$ cat config.mk
export PLATFORM = sky130hd
export DESIGN_NAME = ifetch_unit
export DESIGN_NICKNAME = d
export VERILOG_FILES = /design/src/rtl/ifetch_unit.sv
export SDC_FILE = /design/constraint.sdc
export NUM_CORES = 1
export LEC_CHECK = 0
export CORE_ASPECT_RATIO = 0.75
export CORE_MARGIN = 1
export CORE_UTILIZATION = 50
export CTS_CLUSTER_DIAMETER = 100
export DETAILED_ROUTE_END_ITERATION = 12
export HOLD_SLACK_MARGIN = 0.02
export PLACE_DENSITY = 0.7
export SYNTH_ARGS = -nofsm -noshare
export SYNTH_HDL_FRONTEND = slang
export SYNTH_SLANG_ARGS = --single-unit
$ cat constraint.sdc
create_clock -name clk -period 6.3 [get_ports clk]
set_clock_uncertainty 0.15 [all_clocks]
set_input_delay 0.63 -clock clk [delete_from_list [all_inputs] [get_ports clk]]
set_output_delay 0.63 -clock clk [all_outputs]
set_load 0.03 [all_outputs]
$ cat src/rtl/ifetch_unit.sv
// ifetch_unit -- instruction fetch front end.
//
// Issues sequential 16-bit fetches toward instruction memory, keeps at most
// DEPTH words either queued or in flight, and hands them to decode in program
// order together with their byte address. A redirect flushes the queue and
// turns every request still in flight into one that is silently dropped when
// its response returns.
//
// Ports
//   clk, rst_n                 clock, asynchronous active-low reset
//   mem_req/mem_addr/mem_ready fetch request channel toward memory
//   mem_rsp_valid/mem_rsp_data in-order responses from memory
//   inst_valid/inst/inst_pc    queue head toward decode
//   inst_ready                 decode consumes the head
//   redirect/redirect_addr     flush and restart fetch at a new address
//   halt                       stop issuing new fetches
//   busy                       a request is still outstanding
module ifetch_unit #(
    parameter logic [15:0] RESET_PC = 16'h0000,
    parameter int          DEPTH    = 4
) (
    input  logic        clk,
    input  logic        rst_n,
    output logic        mem_req,
    output logic [15:0] mem_addr,
    input  logic        mem_ready,
    input  logic        mem_rsp_valid,
    input  logic [15:0] mem_rsp_data,
    output logic        inst_valid,
    output logic [15:0] inst,
    output logic [15:0] inst_pc,
    input  logic        inst_ready,
    input  logic        redirect,
    input  logic [15:0] redirect_addr,
    input  logic        halt,
    output logic        busy
);

    localparam int CW  = $clog2(DEPTH + 1);
    localparam int CW1 = CW + 1;
    localparam int PW  = (DEPTH > 1) ? $clog2(DEPTH) : 1;
    localparam logic [CW:0]   DEPTH_C = CW1'(DEPTH);
    localparam logic [PW-1:0] LAST    = PW'(DEPTH - 1);

    logic [15:0]   fetch_pc;
    logic [CW-1:0] outstanding;
    logic [CW-1:0] discard;
    logic [CW-1:0] occ;
    logic [PW-1:0] iq_wr, iq_rd;
    logic [PW-1:0] fl_wr, fl_rd;

    logic [15:0] iq_inst [DEPTH];
    logic [15:0] iq_pc   [DEPTH];
    logic [15:0] fl_pc   [DEPTH];

    logic        accept;
    logic        rsp_keep;
    logic        pop;
    logic        has_head;
    logic [CW:0] credit;

    function automatic logic [PW-1:0] ptr_inc(input logic [PW-1:0] p);
        return (p == LAST) ? '0 : p + PW'(1);
    endfunction

    // Queued words plus in-flight requests may never exceed DEPTH, so a
    // response always finds a free queue slot.
    assign credit   = {1'b0, occ} + {1'b0, outstanding};
    // rst_n gates the request so it drops the moment reset is applied.
    assign mem_req  = rst_n && !halt && !redirect && (credit < DEPTH_C);
    assign mem_addr = fetch_pc;
    assign accept   = mem_req && mem_ready;

    // A response is kept only when no older redirect has condemned it and no
    // redirect is flushing the queue in this same cycle.
    assign rsp_keep = mem_rsp_valid && !redirect && (discard == '0);

    assign has_head   = (occ != '0);
    assign inst_valid = has_head && !redirect;
    assign pop        = inst_valid && inst_ready;
    assign inst       = has_head ? iq_inst[iq_rd] : 16'h0000;
    assign inst_pc    = has_head ? iq_pc[iq_rd]   : 16'h0000;
    assign busy       = (outstanding != '0);

    always_ff @(posedge clk or negedge rst_n) begin
        if (!rst_n) begin
            fetch_pc    <= RESET_PC;
            outstanding <= '0;
            discard     <= '0;
            occ         <= '0;
            iq_wr       <= '0;
            iq_rd       <= '0;
            fl_wr       <= '0;
            fl_rd       <= '0;
        end else begin
            // accept and redirect are mutually exclusive (mem_req masks it).
            if (redirect) begin
                fetch_pc <= redirect_addr & 16'hFFFE;
            end else if (accept) begin
                fetch_pc <= fetch_pc + 16'd2;
            end
            if (accept)        fl_wr <= ptr_inc(fl_wr);
            // Every response, kept or dropped, retires its in-flight PC.
            if (mem_rsp_valid) fl_rd <= ptr_inc(fl_rd);

            outstanding <= outstanding + CW'(accept) - CW'(mem_rsp_valid);

            if (redirect) begin
                // Everything still in flight after this cycle is stale.
                discard <= outstanding - CW'(mem_rsp_valid);
                occ     <= '0;
                iq_wr   <= '0;
                iq_rd   <= '0;
            end else begin
                if (mem_rsp_valid && (discard != '0)) discard <= discard - CW'(1);
                if (rsp_keep) iq_wr <= ptr_inc(iq_wr);
                if (pop)      iq_rd <= ptr_inc(iq_rd);
                occ <= occ + CW'(rsp_keep) - CW'(pop);
            end
        end
    end

    // Storage needs no reset: the pointers and occupancy define validity.
    always_ff @(posedge clk) begin
        if (accept) fl_pc[fl_wr] <= fetch_pc;
        if (rsp_keep) begin
            iq_inst[iq_wr] <= mem_rsp_data;
            iq_pc[iq_wr]   <= fl_pc[fl_rd];
        end
    end

endmodule

# After elaboration in Yosys (flattened, before gate mapping)
# Memory sizes are Yosys's and may differ from the RTL's.
# Cells that the tools add are included.
# word_totals
input_bits,39
regBits,33
ram_bits,192
memories,3
# classes
reduce_logical,19
addsub,12
eq_ne,4
n_mux,19
n_lt_le_gt_ge,1
# memory_table
memory,words,width,read_ports,rd_ports_with_merged_regs,write_ports,line,source
fl_pc,4,16,1,0,1,54,logic [15:0] fl_pc [DEPTH];
iq_inst,4,16,1,0,1,52,logic [15:0] iq_inst [DEPTH];
iq_pc,4,16,1,0,1,53,logic [15:0] iq_pc [DEPTH];
# op_table
cell,n
$mux 16,4
$add 16x2->16 const B,1
$mux 2,8
$logic_and 1x1->1,9
$mux 3,3
$reduce_bool 3->1,3
$sub 3x1->3,3
$add 2x1->2 const B,4
$eq 2x2->1 const B,4
$reduce_bool 2->1,4
$add 3x1->3,2
$add 3x3->4,1
$lt 4x3->1 const B,1
$mux 1,4
$logic_not 3->1,1
$sub 3x1->3 const B,1
$logic_not 1->1,2

# Longest topological paths before layout
# depth
depth_word,7
depth_mapped,13

# Least setup slack after synthesis
# No wires, ideal clock.
# synth_path
path_type,reg-to-reg
startpoint,reg outstanding[1]
endpoint,reg outstanding[2]
stages_incl_launch_ff,14
path_buffers,2
setup_time_ns,0.124
slack_ns,3.382
arrival_time_ns,2.644
path_cell_list,dfrtp_1 > ha_1 > nor4b_4 > and4_1 > buf_6 > inv_2 > clkbuf_1 > ha_1 > inv_1 > ha_1 > inv_1 > fa_1 > xnor2_1 > xnor2_1
# synth_between
elab_chain_len,6
# synth_lines
element,line,source
start: declaration,46,logic [CW-1:0] outstanding;
start signal: assignment,106,outstanding <= outstanding + CW'(accept) - CW'(mem_rsp_valid);
$add 3x3->4,68,"assign credit = {1'b0, occ} + {1'b0, outstanding};"
$lt 4x3->1,70,assign mem_req = rst_n && !halt && !redirect && (credit < DEPTH_C);
$logic_and 1x1->1,70,
$logic_and 1x1->1,72,assign accept = mem_req && mem_ready;
$add 3x1->3 (*),106,
$sub 3x1->3 (*),106,
# Every way passes the cells marked *; elsewhere a longest branch is shown, timed or not.
# A chain may end at the register's enable or synchronous reset.

# Final worst setup path
# layout_path
startpoint,in rst_n
endpoint,reg outstanding[2]
# layout_between
elab_chain_len,6
# layout_lines
element,line,source
start: declaration,23,"input logic rst_n,"
$logic_and 1x1->1 (3 in a row),70,
$logic_and 1x1->1,72,
$add 3x1->3,106,
$sub 3x1->3,106,
# No other way between the ends.

==> flow_summary.json <==
{
  "htreeDepth": 1,
  "synth-compound-area-share": 0.0308,
  "route.detailed.drc": 0,
  "finalHoldViolations": 0,
  "drive_above_1_share": 0.161,
  "fmax_mhz": 261,
  "antenna_found_initial": 0,
  "ys_types": 44,
  "synth-simple-area-share": 0.0709,
  "hp-class": "input pin to async pin",
  "die_y_um": 118,
  "synth.cell_area_sq_um": 8890,
  "cts-root-buf": "clkbuf_16",
  "fill_cells": 1206,
  "critPathMaxFanout": 33,
  "antennaDiodeCount": 0,
  "clkSlewWorstSetupHoldPaths_ps": 60,
  "cts_hold_buf": 0,
  "setup_tns_ps": 0,
  "synth-seq-cells": 216,
  "maxSlewViolCount": 0,
  "die_area_sq_um": 18300,
  "place_congestion": 0.855,
  "grt_pass1_wl_um": 27100,
  "seq_area_frac_synth": 0.711,
  "nets": 644,
  "peakVddDrop_mv": 0.225,
  "arrival_ps": 4050,
  "synth-edff-count": 184,
  "dpl.hpwl_um": 10200,
  "start_kind": "input pin",
  "status": "completed",
  "vias": 4715,
  "first_iter_violations": 404,
  "syn_area_per_cell_sq_um": 18.3,
  "setup-violations-final": 0,
  "core-area_sq_um": 17100,
  "seq_area_sq_um": 6330,
  "ys_async_sr_fraction": 0.148,
  "synthAdderAreaFrac": 0.0340,
  "dr.pass1.iters": 5,
  "synthFlopType": "edfxtp_1",
  "cap_violations": 0,
  "placementRows": 41,
  "synth_warnings": 0,
  "tritoncts": "yes",
  "cts_setup_buffers": 0,
  "ctsResizeCount": 0,
  "totalWireLength_um": 17100,
  "grt_max_degree": 34,
  "vias_per_cell": 5.67,
  "cts_sinks": 216,
  "relSlewSlack": 0.219,
  "overflow": 0,
  "multi_input_area_sq_um": 2390,
  "cts_buffer_depth": 3,
  "port_buffers": 86,
  "power.density_nw_per_um2": 396,
  "worst_slack_ps": 2460,
  "crit_type": "input pin to flip-flop",
  "rsz0062_at_grt": "false",
  "ant_nets": 0,
  "cp-end-kind": "flip-flop",
  "area_growth_syn_to_layout_pct": 20.6,
  "synth_top_family_by_area": "multiplexers",
  "initial_core_util": 0.521,
  "groute.usage.overall": 0.195,
  "io-pin-count": 90,
  "clock_latency_ps": 490,
  "synthMuxAreaShare": 0.125,
  "numCtsBuffers": 21,
  "synthXorXnorAreaFrac": 0.00689,
  "grt_pass1_vias": 5075,
  "worstMarginPinSlew_ps": 1170,
  "timing.final.crit_period_ps": 3840,
  "critical_path_required_ps": 6520,
  "syn_inst": 487,
  "place_ws_ps": 1970,
  "post-route-period-util": 0.609,
  "leakage_nw": 3.65,
  "die_x_um": 156,
  "wl_per_cell_um": 20.6
}
-- cell usage in the layout, fill, tap and decap left out, types with 5 or more instances in the layout --
master	netlist	final
nand3_1	11	11
nor2_1	10	10
clkinv_2	0	5
edfxtp_1	184	184
clkbuf_16	0	21
a21o_1	5	5
nor3_1	10	9
nand2_1	13	13
clkdlybuf4s50_1	0	86
or3_1	5	5
nor2b_1	32	32
and2_1	9	9
inv_1	17	17
mux4_2	46	46
a221o_1	11	11
mux2i_1	5	5
dfrtp_1	32	31
ha_1	21	21
buf_4	2	9
o21ai_0	9	9
-- report_power, final --
group / switching [mW] / leakage, nW / internal, mW
Combinational: 0.581 / 1.24 / 0.516
Clock: 0.519 / 0.350 / 0.781
Sequential: 0.143 / 2.05 / 1.71
Total: 1.24 / 3.65 / 3.00
-- flip-flops by register name, summed over array words and instances (netlist names) --
signal and cells:
fl_rd 2, outstanding 3, discard 3, fl_pc 60, fl_wr 2, iq_inst 64
mem_addr 15, iq_wr 2, iq_rd 2, iq_pc 60, occ 3
-- final timing paths --
| kind | end | slack (ps) | startpoint | cells after the start |
|---|---|---|---|---|
| worst max-delay path | outstanding[2]$_DFF_PN0_ | 2460 | rst_n | 12 |
| worst min-delay path | iq_wr[0]$_DFFE_PN0P_ | 400 | rst_n | 2 |
| worst max register to register | outstanding[2]$_DFF_PN0_ | 2750 | outstanding[1]$_DFF_PN0_ | 11 |
| worst min register to register | outstanding[2]$_DFF_PN0_ | 420 | outstanding[2]$_DFF_PN0_ | 1 |
| max in group asynchronous | iq_rd[0]$_DFFE_PN0P_ | 5250 | rst_n | 2 |
| min in group clk | outstanding[2]$_DFF_PN0_ | 420 | outstanding[2]$_DFF_PN0_ | 1 |
-- logic make-up after synthesis --
logic type / Yosys count
AOI/OAI and AO/OA: 36
xor gates and xnor gates: 7
adders and majority gates: 23
buffers and inverters: 42
DFF: 216
muxes: 53
other: 1
and+or+nand+nor: 109
-- metal layers --
| metal | vias up | GRT usage | routed length (um) |
|---|---|---|---|
| met5 | - | 0 | 0 |
| met4 | 0 | 0.0576 | 348 |
| met3 | 38 | 0.0320 | 834 |
| met2 | 141 | 0.327 | 8520 |
| met1 | 2432 | 0.264 | 7430 |
| li1 | 2104 | - | - |
-- layout make-up --
cell class                      instances  share of cell area
Clock buffer                           23              0.0497
Clock inverter                         14              0.0174
Inverter                               18             0.00630
Multi-Input combinational cell        230               0.223
Sequential cell                       216               0.590
Tap cell                              236              0.0275
Timing Repair Buffer                   95              0.0865
-- critical path, stage by stage --
cell,delay [ps]
clkdlybuf4s50_1,450
buf_4,390
nor4b_4,340
and4_1,670
inv_2,320
ha_1,350
inv_1,50
ha_1,130
inv_1,50
fa_1,370
xnor2_1,150
xnor2_1,130
-- stage by stage --
step           hold slack [ps]  power, mW  cells  utilization  instance area (sq um)
5_1_grt                    443       4.43    832        0.628                  10700
6_report                   403       4.25    832        0.628                  10700
4_1_cts                    406       4.29    832        0.628                  10700
3_5_place_dp               415       2.99    795        0.586                  10000
2_1_floorplan              184       2.58    488            -                   8900
3_3_place_gp               394       2.95    795        0.586                  10000
-- Yosys cell counts, drive strengths merged (4+ instances only) --
library cell	instances	area, sq um
mux2i	5	50.1
edfxtp	184	5530
buf	11	70.1
clkbuf	13	48.8
and2	9	56.3
or3	5	31.3
nor2b	32	200
xnor2	4	35.0
mux4	46	1040
o21ai	9	45.0
nand3	11	55.1
dfrtp	32	801
nor2	10	37.5
a21o	5	37.5
nor3	10	50.1
inv	18	67.6
nand2	13	48.8
a221o	11	110
ha	21	263
Power figures use the tool's default switching activity.
